$ cat src/rtl/rv2t_decode_queue.sv
// rv2t_decode_queue: DEPTH-entry instruction buffer feeding a registered RV32 decode stage.
// Build option: define RV2T_MUL_DIV_EN to decode the M extension; otherwise MUL/DIV encodings are illegal.
module rv2t_decode_queue #(
    parameter int DEPTH       = 4,
    parameter int PC_BITWIDTH = 32
) (
    input  logic                     clk,
    input  logic                     reset_n,
    input  logic                     sync_reset,
    input  logic                     flush,
    input  logic                     in_valid,
    output logic                     in_ready,
    input  logic [31:0]              IR_in,
    input  logic [PC_BITWIDTH-1:0]   PC_in,
    output logic                     out_valid,
    input  logic                     out_ready,
    output logic [31:0]              IR_out,
    output logic [PC_BITWIDTH-1:0]   PC_out,
    output logic [4:0]               rs1,
    output logic [4:0]               rs2,
    output logic [4:0]               rd,
    output logic [11:0]              csr,
    output logic [19:0]              ctl_vec,
    output logic                     exception_illegal_instruction,
    output logic [$clog2(DEPTH):0]   fill_level
);

    localparam int AW = $clog2(DEPTH);
    localparam int FW = AW + 1;
    localparam int EW = PC_BITWIDTH + 32;
    localparam logic [FW-1:0] FILL_MAX = FW'(DEPTH);

    localparam logic [4:0] OPC_LOAD     = 5'b00000;
    localparam logic [4:0] OPC_MISC_MEM = 5'b00011;
    localparam logic [4:0] OPC_OP_IMM   = 5'b00100;
    localparam logic [4:0] OPC_AUIPC    = 5'b00101;
    localparam logic [4:0] OPC_STORE    = 5'b01000;
    localparam logic [4:0] OPC_OP       = 5'b01100;
    localparam logic [4:0] OPC_LUI      = 5'b01101;
    localparam logic [4:0] OPC_BRANCH   = 5'b11000;
    localparam logic [4:0] OPC_JALR     = 5'b11001;
    localparam logic [4:0] OPC_JAL      = 5'b11011;
    localparam logic [4:0] OPC_SYSTEM   = 5'b11100;

    localparam int C_X_RS1    = 0;
    localparam int C_Y_RS2    = 1;
    localparam int C_Y_IMM    = 2;
    localparam int C_SAVE_RD  = 3;
    localparam int C_ALU      = 4;
    localparam int C_MULDIV   = 5;
    localparam int C_LUI      = 6;
    localparam int C_AUIPC    = 7;
    localparam int C_JAL      = 8;
    localparam int C_JALR     = 9;
    localparam int C_BRANCH   = 10;
    localparam int C_LOAD     = 11;
    localparam int C_STORE    = 12;
    localparam int C_SYSTEM   = 13;
    localparam int C_CSR      = 14;
    localparam int C_CSR_WR   = 15;
    localparam int C_MISC_MEM = 16;
    localparam int C_MRET     = 17;
    localparam int C_WFI      = 18;
    localparam int C_Y_ST_OFF = 19;

    // Returns {illegal, ctl_vec}; an illegal encoding never leaks control bits.
    function automatic logic [20:0] f_decode(input logic [31:0] ir);
        logic [19:0] ctl;
        logic        ill;
        logic [2:0]  f3;
        ctl = 20'd0;
        ill = 1'b0;
        f3  = ir[14:12];
        if (ir[1:0] != 2'b11) begin
            ill = 1'b1;
        end else begin
            case (ir[6:2])
                OPC_LUI: begin
                    ctl[C_LUI]     = 1'b1;
                    ctl[C_SAVE_RD] = 1'b1;
                end
                OPC_AUIPC: begin
                    ctl[C_AUIPC]   = 1'b1;
                    ctl[C_SAVE_RD] = 1'b1;
                end
                OPC_JAL: begin
                    ctl[C_JAL]     = 1'b1;
                    ctl[C_SAVE_RD] = 1'b1;
                end
                OPC_JALR: begin
                    ctl[C_JALR]    = 1'b1;
                    ctl[C_X_RS1]   = 1'b1;
                    ctl[C_SAVE_RD] = 1'b1;
                end
                OPC_BRANCH: begin
                    ctl[C_BRANCH]  = 1'b1;
                    ctl[C_X_RS1]   = 1'b1;
                    ctl[C_Y_RS2]   = 1'b1;
                end
                OPC_LOAD: begin
                    ctl[C_LOAD]    = 1'b1;
                    ctl[C_X_RS1]   = 1'b1;
                    ctl[C_Y_IMM]   = 1'b1;
                    ctl[C_SAVE_RD] = 1'b1;
                end
                OPC_STORE: begin
                    ctl[C_STORE]    = 1'b1;
                    ctl[C_X_RS1]    = 1'b1;
                    ctl[C_Y_RS2]    = 1'b1;
                    ctl[C_Y_ST_OFF] = 1'b1;
                end
                OPC_OP_IMM: begin
                    ctl[C_X_RS1]   = 1'b1;
                    ctl[C_Y_IMM]   = 1'b1;
                    ctl[C_SAVE_RD] = 1'b1;
                    ctl[C_ALU]     = 1'b1;
                end
                OPC_OP: begin
                    ctl[C_X_RS1]   = 1'b1;
                    ctl[C_Y_RS2]   = 1'b1;
                    ctl[C_SAVE_RD] = 1'b1;
                    if (ir[25] == 1'b0) begin
                        ctl[C_ALU] = 1'b1;
`ifdef RV2T_MUL_DIV_EN
                    end else begin
                        ctl[C_MULDIV] = 1'b1;
                    end
`else
                    end else if (ir[31:25] == 7'b0000001) begin
                        ill = 1'b1;
                    end else begin
                        ctl[C_MULDIV] = 1'b1;
                    end
`endif
                end
                OPC_SYSTEM: begin
                    ctl[C_SYSTEM] = 1'b1;
                    if ((f3 == 3'b000) && (ir[24:20] == 5'b00010)) begin
                        ctl[C_MRET] = 1'b1;
                    end else if ((f3 == 3'b000) && (ir[24:20] == 5'b00101)) begin
                        ctl[C_WFI] = 1'b1;
                    end else begin
                        ctl[C_CSR]     = |f3;
                        ctl[C_SAVE_RD] = |f3;
                        ctl[C_CSR_WR]  = |ir[19:15];
                    end
                end
                OPC_MISC_MEM: begin
                    // FENCE is a no-op here; only FENCE.I needs the pipeline's attention
                    if (f3 == 3'b001) begin
                        ctl[C_MISC_MEM] = 1'b1;
                    end else if (f3 == 3'b000) begin
                        ctl = 20'd0;
                    end else begin
                        ill = 1'b1;
                    end
                end
                default: ill = 1'b1;
            endcase
        end
        return ill ? {1'b1, 20'd0} : {1'b0, ctl};
    endfunction

    logic [EW-1:0]          r_mem [DEPTH];
    logic [AW-1:0]          r_wr_ptr;
    logic [AW-1:0]          r_rd_ptr;
    logic [FW-1:0]          r_fill;
    logic                   r_in_ready;
    logic                   r_out_valid;
    logic [31:0]            r_ir;
    logic [PC_BITWIDTH-1:0] r_pc;
    logic [19:0]            r_ctl;
    logic                   r_ill;

    logic                   w_push;
    logic                   w_pop;
    logic                   w_clear;
    logic [FW-1:0]          w_fill_nxt;
    logic [EW-1:0]          w_rd_entry;
    logic [20:0]            w_dec;

    assign w_clear    = flush | sync_reset;
    assign w_push     = in_valid & r_in_ready;
    assign w_pop      = (r_fill != {FW{1'b0}}) & (~r_out_valid | out_ready);
    assign w_rd_entry = r_mem[r_rd_ptr];
    assign w_dec      = f_decode(w_rd_entry[31:0]);

    // Occupancy after this edge's push/pop; a pop always needs a non-empty buffer.
    always_comb begin
        w_fill_nxt = r_fill;
        if (w_push && !w_pop) begin
            w_fill_nxt = r_fill + FW'(1);
        end else if (w_pop && !w_push) begin
            w_fill_nxt = r_fill - FW'(1);
        end else begin
            w_fill_nxt = r_fill;
        end
    end

    // Buffer storage; contents are don't-care until written, so no reset.
    always_ff @(posedge clk) begin
        if (w_push && !w_clear) begin
            r_mem[r_wr_ptr] <= {PC_in, IR_in};
        end else begin
            r_mem[r_wr_ptr] <= r_mem[r_wr_ptr];
        end
    end

    // Pointers, occupancy, ready and output-valid control.
    always_ff @(posedge clk or negedge reset_n) begin
        if (!reset_n) begin
            r_wr_ptr    <= {AW{1'b0}};
            r_rd_ptr    <= {AW{1'b0}};
            r_fill      <= {FW{1'b0}};
            r_in_ready  <= 1'b1;
            r_out_valid <= 1'b0;
        end else if (w_clear) begin
            r_wr_ptr    <= {AW{1'b0}};
            r_rd_ptr    <= {AW{1'b0}};
            r_fill      <= {FW{1'b0}};
            r_in_ready  <= 1'b1;
            r_out_valid <= 1'b0;
        end else begin
            if (w_push) begin
                r_wr_ptr <= r_wr_ptr + AW'(1);
            end else begin
                r_wr_ptr <= r_wr_ptr;
            end
            if (w_pop) begin
                r_rd_ptr    <= r_rd_ptr + AW'(1);
                r_out_valid <= 1'b1;
            end else if (out_ready) begin
                r_rd_ptr    <= r_rd_ptr;
                r_out_valid <= 1'b0;
            end else begin
                r_rd_ptr    <= r_rd_ptr;
                r_out_valid <= r_out_valid;
            end
            r_fill     <= w_fill_nxt;
            r_in_ready <= (w_fill_nxt < FILL_MAX);
        end
    end

    // Output stage: captures the popped entry together with its decode.
    always_ff @(posedge clk or negedge reset_n) begin
        if (!reset_n) begin
            r_ir  <= 32'd0;
            r_pc  <= {PC_BITWIDTH{1'b0}};
            r_ctl <= 20'd0;
            r_ill <= 1'b0;
        end else if (w_pop && !w_clear) begin
            r_ir  <= w_rd_entry[31:0];
            r_pc  <= w_rd_entry[EW-1:32];
            r_ctl <= w_dec[19:0];
            r_ill <= w_dec[20];
        end else begin
            r_ir  <= r_ir;
            r_pc  <= r_pc;
            r_ctl <= r_ctl;
            r_ill <= r_ill;
        end
    end

    assign in_ready                      = r_in_ready;
    assign out_valid                     = r_out_valid;
    assign fill_level                    = r_fill;
    assign IR_out                        = r_ir;
    assign PC_out                        = r_pc;
    assign rs1                           = r_ir[19:15];
    assign rs2                           = r_ir[24:20];
    assign rd                            = r_ir[11:7];
    assign csr                           = r_ir[31:20];
    assign ctl_vec                       = r_ctl;
    assign exception_illegal_instruction = r_ill;

endmodule
$ cat config.mk
export PLATFORM = sky130hd
export DESIGN_NAME = rv2t_decode_queue
export DESIGN_NICKNAME = d
export VERILOG_FILES = /design/src/rtl/rv2t_decode_queue.sv
export SDC_FILE = /design/constraint.sdc
export NUM_CORES = 1
export LEC_CHECK = 0
export BUFFER_PORTS_ARGS = -buffer_cell sky130_fd_sc_hd__buf_4
export CAP_MARGIN = 25
export CORE_AREA = 2 2 211 213
export CTS_BUF_LIST = sky130_fd_sc_hd__clkbuf_16
export DETAILED_ROUTE_END_ITERATION = 6
export DIE_AREA = 0 0 213 215
export GPL_TIMING_DRIVEN = 0
export PLACE_DENSITY_LB_ADDON = 0.08
export SLEW_MARGIN = 25
export SYNTH_ARGS = -nofsm -noshare
export SYNTH_HDL_FRONTEND = slang
export SYNTH_SLANG_ARGS = --single-unit
$ cat constraint.sdc
create_clock -name clk -period 5 [get_ports clk]
set_clock_uncertainty 0.15 [all_clocks]
set_input_delay 0.25 -clock clk [delete_from_list [all_inputs] [get_ports clk]]
set_output_delay 0.25 -clock clk [all_outputs]
set_load 0.05 [all_outputs]
==> flow_summary.ini, run 1 <==
[synthesis]
syn-cell-area_um2 = 13370
synth_top_cell_area_share_pct = 57.50
yosysWarnings = 0
async_flop_share_pct = 26.65
synth_cell_types = 44
synth_area_leaders = edfxtp_1 58%, dfrtp_1 17%, mux4_2 11%, nand2_1 6.2%, buf_4 1.6%
yosysTopAreaCell = edfxtp_1
synth_most_common_cell = edfxtp_1
synth-edff-count = 256
syn_nets = 881
seq_area_frac_synth_pct = 74.92
synth_area_per_cell_um2 = 16.63
synth_ff_type = edfxtp_1
synth_commonest_cells = 256 x edfxtp_1, 222 x nand2_1, 92 x dfrtp_1, 63 x mux4_2, 29 x buf_4
synthCells = 804
synth.ff_latch_count = 349

[place]
gp_congestion = 0.7167
portBuffers = 186
dp.cells = 1591
dp_hpwl_um = 21910
dp_slack_ns = 1.428

[global_routing]
grt_pass1_vias = 8209
antenna_found_initial = 3
grt-ovfl-total = 0
grt_usage_pct = 15.05
grt_max_degree = 60
grt_pass1_wl_um = 51160

[route]
dr_total_vias = 7688
drc = 0
routedWlPerCell_um = 19.31
viasPerCell = 4.423
antenna_left = 0
routed_wl_um = 33570
firstDrtPassIters = 6
drt-initial-drc-count = 403

[timing]
fin_setup_tns_ns = 0
grt_setup_unrepaired = no
worst_pin_slew_ns = 0.9467
min_period_ns = 3.323
setup_viol = 0
post-route-period-util_pct = 66.45
hold_viol = 0
slew_headroom_pct = 36.89
slew_viol_final = 0
worst_slack_ns = 1.677
max_clock_freq_mhz = 301.0

[clock_tree]
worstSkewPairLatency_ns = 0.56
clk_transition_reported_paths_ns = 0.06
cts-root-buf = clkbuf_16
numCtsBuffers = 42
htreeDepth = 2
cts_tree = yes
cts_setup_buffers = 0
clock-sinks = 349
cts_buffer_depth = 3

[worst_setup_path]
r2r-end = PC_out[10]
startpoint = r_rd_ptr[1]
path_class = flip-flop to flip-flop
critPathArrivalTime_ns = 3.61
r2r_setup_slack_ns = 1.68
r2r_cells = 8
required_ns = 5.29
reg2reg_from = r_rd_ptr[1]
cp-start-kind = flip-flop
critical_path.max_fanout = 10
end_kind = flip-flop

[die]
die_w_um = 213
die_y_um = 215
start_util_pct = 30.63
dieArea_um2 = 45800
rows = 77
core-area_um2 = 43640
io_pins = 187

[power_and_ir_drop]
ir_worst_vdd_uv = 256.0
power.leakage_nw = 6.874
p_per_area_nw_per_um2 = 519.7

[cells_and_area]
nets = 1189
drive_above_1_share_pct = 31.44
fillers = 4133
seqCellArea_um2 = 10020
area_growth_pct = 32.58
fin_cells = 1738
multi_input_comb_area_um2 = 2977

[outcome]
status = completed

[hold_path]
hold_class = input pin to async pin

[flow_run]
cap_viol_max_count = 0
==> worst max path at each step <==
| stage | slack [ns] | endpoint | cells after the start |
|---|---|---|---|
| after global routing | 1.32 | PC_out[9] | 8 |
| after CTS | 1.45 | PC_out[31] | 8 |
| after detailed placement | 1.43 | PC_out[31] | 8 |
| final | 1.68 | PC_out[10] | 8 |
| after global placement | 0.12 | r_mem[0][50] | 3 |
| after floorplan | 1.74 | r_mem[0][0] | 3 |
==> worst max-delay path: stages, from the launching register on <==
cell,delay [ns]
dfrtp_1,0.34
buf_2,0.29
buf_2,0.35
buf_2,0.34
clkbuf_1,0.54
buf_1,0.62
mux4_2,0.41
nand2_1,0.08
nand2_1,0.06
==> sequential cells by signal (all words and copies together), names as in the netlist, 2 cells and up <==
name and flops:
r_mem 256, IR_out 32, PC_out 32, ctl_vec 19, fill_level 3, r_rd_ptr 2, r_wr_ptr 2
==> routing by layer <==
metal | share of wire (%) | wire, um | up-vias | GRT usage (%)
met3 | 4.8 | 1595 | 59 | 2.996
met2 | 48 | 16160 | 172 | 24.20
met5 | 0.080 | 27 | - | 0
li1 | - | - | 3563 | -
met4 | 2.3 | 777 | 4 | 4.918
met1 | 45 | 15000 | 3890 | 20.42
==> placed cells by master (no fill, tap or decap), types with 2 or more instances in the layout <==
| cell | count |
|---|---|
| o31ai_1 | 4 |
| buf_6 | 4 |
| xor2_1 | 2 |
| inv_1 | 21 |
| buf_2 | 8 |
| clkinv_2 | 4 |
| buf_4 | 214 |
| clkinv_1 | 10 |
| a21o_1 | 2 |
| buf_16 | 2 |
| a21oi_1 | 6 |
| or3_1 | 2 |
| buf_12 | 6 |
| ha_1 | 7 |
| nor2_1 | 16 |
| inv_6 | 2 |
| dfrtp_1 | 92 |
| o41ai_1 | 4 |
| edfxtp_1 | 256 |
| bufinv_16 | 4 |
| clkbuf_16 | 42 |
| a22o_1 | 2 |
| mux4_2 | 63 |
| clkbuf_1 | 22 |
| xnor2_1 | 4 |
| o21ai_0 | 14 |
| nor3_1 | 3 |
| nand2b_1 | 4 |
| or2_2 | 3 |
| and3_4 | 4 |
| nor2b_1 | 3 |
| buf_1 | 2 |
| nand2_1 | 222 |
| dlygate4sd3_1 | 69 |
| or4_1 | 4 |
==> stage by stage <==
step	area [um2]	utilization (%)	power (mW)	hold slack (ns)
floorplan	13370	-	5.468	-0.1956
global placement	15510	35.53	6.340	0.3036
detailed placement	15720	36.01	6.351	0.05879
global route	17720	40.61	9.618	0.06265
finish	17720	40.61	9.211	0.03740
CTS	17720	40.61	9.353	0.02022
==> cell families (layout without fill, tap and decap cells) <==
family	Yosys count	after routing	synth area share [%]
xor+xnor	6	6	0.3931
simple gates	270	270	8.283
other cells	0	1	0
buf+inv	70	411	2.967
mux	65	65	10.89
compound gates	37	37	1.891
flops	349	349	74.92
fa+ha+maj	7	7	0.6551
==> power by group <==
part	switching, mW	internal (mW)	leakage [nW]	total, mW
sequential	0.204	3.40	3.51	3.61
combinational	1.83	0.870	2.67	2.70
clock	1.18	1.73	0.696	2.91
==> cell type report <==
cell class                 instances  share of cell area, %
sequential                       349                  56.51
clock buffer                      42                  5.930
buffer                            63                  2.090
inverter                           7                 0.1482
antenna                            1                0.01412
multi-input combinational        385                  16.79
tap                              592                  4.179
clock inverter                    35                  1.489
timing repair buffer             264                  12.85
==> timing repair <==
action                    4_1_cts  5_1_grt
hold endpoints to repair      353        0
hold buffers                   69        0
resized for setup               0        0
Note: power is estimated with default switching activity, not from simulation.
==> run 2: changes to the inputs <==
Clock period 5 ns to 3.5 ns, I/O delays scaled along.
==> flow_summary.ini, run 2 (same netlist as run 1, synthesis figures left out) <==
[worst_setup_path]
required_ns = 3.78
cp-start-kind = flip-flop
end_kind = flip-flop
critical_path.max_fanout = 10
path_class = flip-flop to flip-flop
critPathArrivalTime_ns = 3.49

[route]
routed_wl_um = 33560
dr_total_vias = 7704
antenna_left = 0
drt-initial-drc-count = 427
drc = 0
viasPerCell = 4.428
routedWlPerCell_um = 19.29
firstDrtPassIters = 6

[flow_run]
cap_viol_max_count = 0

[timing]
fin_setup_tns_ns = 0
post-route-period-util_pct = 91.71
min_period_ns = 3.210
grt_setup_unrepaired = no
holdWs_ns = 0.04422
worst_slack_ns = 0.2901
slew_viol_final = 0
setup_viol = 0
slew_headroom_pct = 37.28
hold_viol = 0
worst_pin_slew_ns = 0.9407
max_clock_freq_mhz = 311.5

[die]
io_pins = 187
dieArea_um2 = 45800
rows = 77
start_util_pct = 30.63
die_y_um = 215
die_w_um = 213
core-area_um2 = 43640

[place]
portBuffers = 186
dp_hpwl_um = 21910
gp_congestion = 0.7167
dp_slack_ns = -0.07198

[cells_and_area]
largest_reg_flops = 256
drive_above_1_share_pct = 31.65
layout_commonest_cell = edfxtp_1
top_register = r_mem
final_core_util_pct = 40.71
area_growth_pct = 32.90
layout_common_cells = 256 x edfxtp_1, 222 x nand2_1, 214 x buf_4, 92 x dfrtp_1, 70 x dlygate4sd3_1
nets = 1191

[power_and_ir_drop]
ir_worst_vdd_uv = 365.5
p_per_area_nw_per_um2 = 740.9
power.leakage_nw = 6.899
power_mw = 13.16

[clock_tree]
cts_setup_buffers = 0
cts_buffer_depth = 3
cts_tree = yes
worstSkewPairLatency_ns = 0.55
htreeDepth = 2
cts-root-buf = clkbuf_16
clk_transition_reported_paths_ns = 0.05
clock-sinks = 349
numCtsBuffers = 42

[global_routing]
grt_max_degree = 60
grt-ovfl-total = 0
grt_pass1_wl_um = 51180
grt_pass1_vias = 8214
grt_usage_pct = 15.05
antenna_found_initial = 3

[hold_path]
hold_class = input pin to flip-flop

[outcome]
status = completed
==> run 2: cell count changes in the layout (fill, tap and decap cells not counted), sizes merged <==
cell / change
clkbuf: +1
dlygate4sd3: +1
==> run 2: metrics by stage <==
stage	instance area [um2]	instances
finish	17770	1740
global route	17770	1740
CTS	17760	1739
detailed placement	15720	1591
global placement	15510	1582
floorplan	13370	804
==> run 2: worst paths after layout <==
path                        startpoint          end  slack (ns)  cells past startpoint
setup / recovery           r_rd_ptr[0]   ctl_vec[8]        0.29                      8
hold reg to reg              PC_out[7]    PC_out[7]        0.32                      2
min in group asynchronous      reset_n   IR_out[23]        0.54                      4
hold / removal              sync_reset  r_wr_ptr[1]        0.04                      4
max in group asynchronous      reset_n     in_ready        2.28                      4
setup reg to reg           r_rd_ptr[0]   ctl_vec[8]        0.29                      8
==> run 2: final cells by class <==
type / count / area, um2
antenna: 1 / 2.502
buffer: 63 / 375.4
clock buffer: 42 / 1051
clock inverter: 35 / 264.0
fill: 4129 / 25880
inverter: 7 / 26.28
multi-input combinational: 385 / 2977
sequential: 349 / 10020
tap: 592 / 740.7
timing repair buffer: 266 / 2315
==> run 2: what timing repair did <==
| item | in CTS | in global routing |
|---|---|---|
| hold buffers | 71 | 0 |
| resized for setup | 1 | 3 |
| hold endpoints to repair | 353 | 0 |
| setup endpoints to repair | 10 | 18 |
==> run 2: critical path, cell delays in order (launching register included) <==
cell and delay [ns]:
dfrtp_1 0.41, buf_6 0.22, mux4_2 0.54, or4_1 0.60, nor4b_2 0.52, a21o_1 0.21
o21bai_4 0.16, buf_6 0.18, o21ai_0 0.09
==> run 2: where the power goes <==
group | switching (mW) | total, mW | internal (mW)
clock | 1.68 | 4.15 | 2.47
combinational | 2.61 | 3.86 | 1.25
sequential | 0.291 | 5.15 | 4.86
total | 4.59 | 13.2 | 8.58
==> run 2: per-layer routing <==
metal | GRT usage, % | routed length [um] | vias to the layer above
met5 | 0 | 27 | -
met4 | 4.918 | 777 | 4
met3 | 2.996 | 1551 | 59
met2 | 24.20 | 16140 | 182
met1 | 20.44 | 15060 | 3894
li1 | - | - | 3565
==> run 3: changes to the inputs <==
Settings changed: ABC_AREA set to 1, CORE_AREA 2 2 211 213 to 2 2 216 218, DIE_AREA 0 0 213 215 to 0 0 218 220.
==> flow_summary.ini, run 3 <==
[cells_and_area]
drive_above_1_share_pct = 23.97
layout_common_cells = 338 x nand2_1, 256 x edfxtp_1, 225 x buf_4, 105 x o21ai_0, 104 x nor2_1
seqCellArea_um2 = 10020
nets = 1576
finalInstanceArea_um2 = 18530
layout_commonest_cell = nand2_1
multi_input_comb_area_um2 = 3304
fillers = 4458
area_growth_pct = 32.49
fin_cells = 2138
diodes = 0
largest_reg_flops = 256
top_register = r_mem

[worst_setup_path]
crit_family = buffers and inverters
critical_path.max_fanout = 10
required_ns = 3.82
r2r-end = PC_out[22]
slowest_stage = dlygate4sd3_1
path_class = input pin to flip-flop
endpoint = PC_out[22]
critPathArrivalTime_ns = 3.40
cp_num_buf_inv = 6
startpoint = flush
r2r_setup_slack_ns = 0.69
reg2reg_from = fill_level[1]
path_cells = dlygate4sd3_1, buf_4, nor2_2, dlygate4sd3_1, inv_1, nor2_1, clkbuf_1, buf_2, nand2_1, nand2_1
r2r_cells = 9
slowest_delay_ns = 0.71
crit_cells = 10
cp-start-kind = input pin
end_kind = flip-flop

[timing]
setup_viol = 0
grt_setup_unrepaired = no
worst_slack_ns = 0.4279
hold_viol = 0
max_clock_freq_mhz = 325.5
post-route-period-util_pct = 87.77
slew_viol_final = 0
min_period_ns = 3.072
slew_headroom_pct = 47.14
holdWs_ns = 0.04592
worst_pin_slew_ns = 0.7929

[clock_tree]
cts_tree = yes
cts-root-buf = clkbuf_16
numCtsBuffers = 40
worstSkewPairLatency_ns = 0.55
htreeDepth = 2
cts_buffer_depth = 3
clk_transition_reported_paths_ns = 0.06
clock-sinks = 349

[route]
viasPerCell = 4.479
drt-initial-drc-count = 563
antenna_left = 0
routedWlPerCell_um = 18.50
firstDrtPassIters = 5
dr_total_vias = 9577
routed_wl_um = 39560
drc = 0

[die]
io_pins = 187
start_util_pct = 30.49
core-area_um2 = 45860
rows = 79
dieArea_um2 = 47960
die_w_um = 218
die_y_um = 220

[global_routing]
grt_max_degree = 55
grt_use_met2_pct = 28.60
antenna_found_initial = 1
grt_usage_pct = 16.72
grt_pass1_wl_um = 59800
met1_usage_pct = 21.87
busiest_layer = met2
grt_pass1_vias = 9679
use_met3_pct = 2.747
grt-ovfl-total = 0

[place]
dp_hpwl_um = 26380
dp.cells = 1992
portBuffers = 186
placement.cell_area_um2 = 16620
dp_slack_ns = 0.6091
gp_congestion = 0.7926

[synthesis]
async_flop_share_pct = 26.65
synth_commonest_cells = 338 x nand2_1, 256 x edfxtp_1, 108 x nor2_1, 105 x o21ai_0, 92 x dfrtp_1
synthCells = 1182
yosys.area_share.adder_pct = 0.6263
yosysTopAreaCell = edfxtp_1
synth_most_common_cell = nand2_1
synth-simple-area-share_pct = 15.38
seq_area_frac_synth_pct = 71.63
syn-cell-area_um2 = 13980
synth_xor_area_share_pct = 0
synthMuxAreaShare_pct = 0
synth_area_leaders = edfxtp_1 55%, dfrtp_1 16%, nand2_1 9.1%, o21ai_0 3.8%, nor2_1 2.9%
yosysWarnings = 0
synth_compound_area_share_pct = 7.409
synth_top_family_by_area = simple AND/OR/NAND/NOR gates
synth_top_cell_area_share_pct = 54.97
synth_ff_type = edfxtp_1
synth.ff_latch_count = 349
synth_cell_types = 33
synth-edff-count = 256
synth_area_per_cell_um2 = 11.83
syn_nets = 1259

[power_and_ir_drop]
clockPowerShare_pct = 30.5
combPwrFrac_pct = 28.6
p_per_area_nw_per_um2 = 668.9
power.leakage_nw = 7.665
swShare_pct = 35.11
power_mw = 12.39
p_switching_mw = 4.351
ir_worst_vdd_uv = 412.6
p_seq_share_pct = 40.9
internal_power_mw = 8.041

[flow_run]
cap_viol_max_count = 0

[hold_path]
hold_class = input pin to async pin

[outcome]
status = completed
run 3: cell count changes in the layout (fill, tap and decap cells not counted), sizes merged, moves of 5 or more:
cell    change
clkbuf      -7
nand2     +123
mux4       -64
inv        +23
o21ai     +105
clkinv      +5
o22ai      +36
nand3      +62
buf        +40
nor2       +98
run 3: per-layer routing:
metal  part of all wire, %  wire length, um  vias up
met2                    49            19290      204
met4                   1.8              724        2
met1                    45            17920     4605
met5                 0.028               11        -
met3                   4.1             1606       52
li1                      -                -     4714
run 3: worst min-delay path by stage:
stage | from | end | slack (ns) | cells after the start
after detailed placement | reset_n | IR_out[2] | -0.01 | 1
after global placement | IR_in[27] | r_mem[1][27] | 0.23 | 1
after global routing | reset_n | in_ready | 0.03 | 2
after CTS | reset_n | in_ready | 0.03 | 2
after floorplan | reset_n | IR_out[0] | -0.27 | 0
final | reset_n | in_ready | 0.05 | 2
run 3: layout make-up:
type | count | area share [%]
inverters | 33 | 0.6754
plain buffers | 89 | 3.066
well taps | 607 | 4.099
repair buffers | 275 | 13.95
clock inverters | 33 | 0.7767
flip-flops and latches | 349 | 54.06
clock buffers | 41 | 5.538
multi-input cells | 711 | 17.84
run 3: logic make-up after synthesis:
family          Yosys count
buf+inv                 122
flops                   349
fa+ha+maj                 7
simple gates            528
compound gates          176
run 3: worst register-to-register path: cells and delay by family (launching register included):
kind	cells	cell delay, ns
AND/OR/NAND/NOR	3	0.59
flip-flops	1	0.40
AO/OA/AOI/OAI	1	0.21
buffers and inverters	4	1.19
adder cells (fa/ha/maj)	1	0.18
run 3: metrics by stage:
| step | util, % | setup TNS (ns) |
|---|---|---|
| 2_1_floorplan | - | -224.02 |
| 3_3_place_gp | 35.19 | -905.85 |
| 3_5_place_dp | 36.23 | 0 |
| 5_1_grt | 40.39 | 0 |
| 6_report | 40.39 | 0 |
| 4_1_cts | 40.39 | 0 |
run 3: repair_timing:
item / in CTS / in global routing
hold buffers: 72 / 0
gates resized for setup: 0 / 0
setup buffers: 0 / 0
hold endpoints to repair: 358 / 0
run 3: power groups by stage:
stage	clock network, mW	logic, mW	registers (mW)
2_1_floorplan	0	1.20	6.28
3_3_place_gp	0	3.47	5.16
3_5_place_dp	0	3.50	5.16
4_1_cts	3.91	3.58	5.08
5_1_grt	4.07	3.76	5.12
6_report	3.78	3.54	5.07
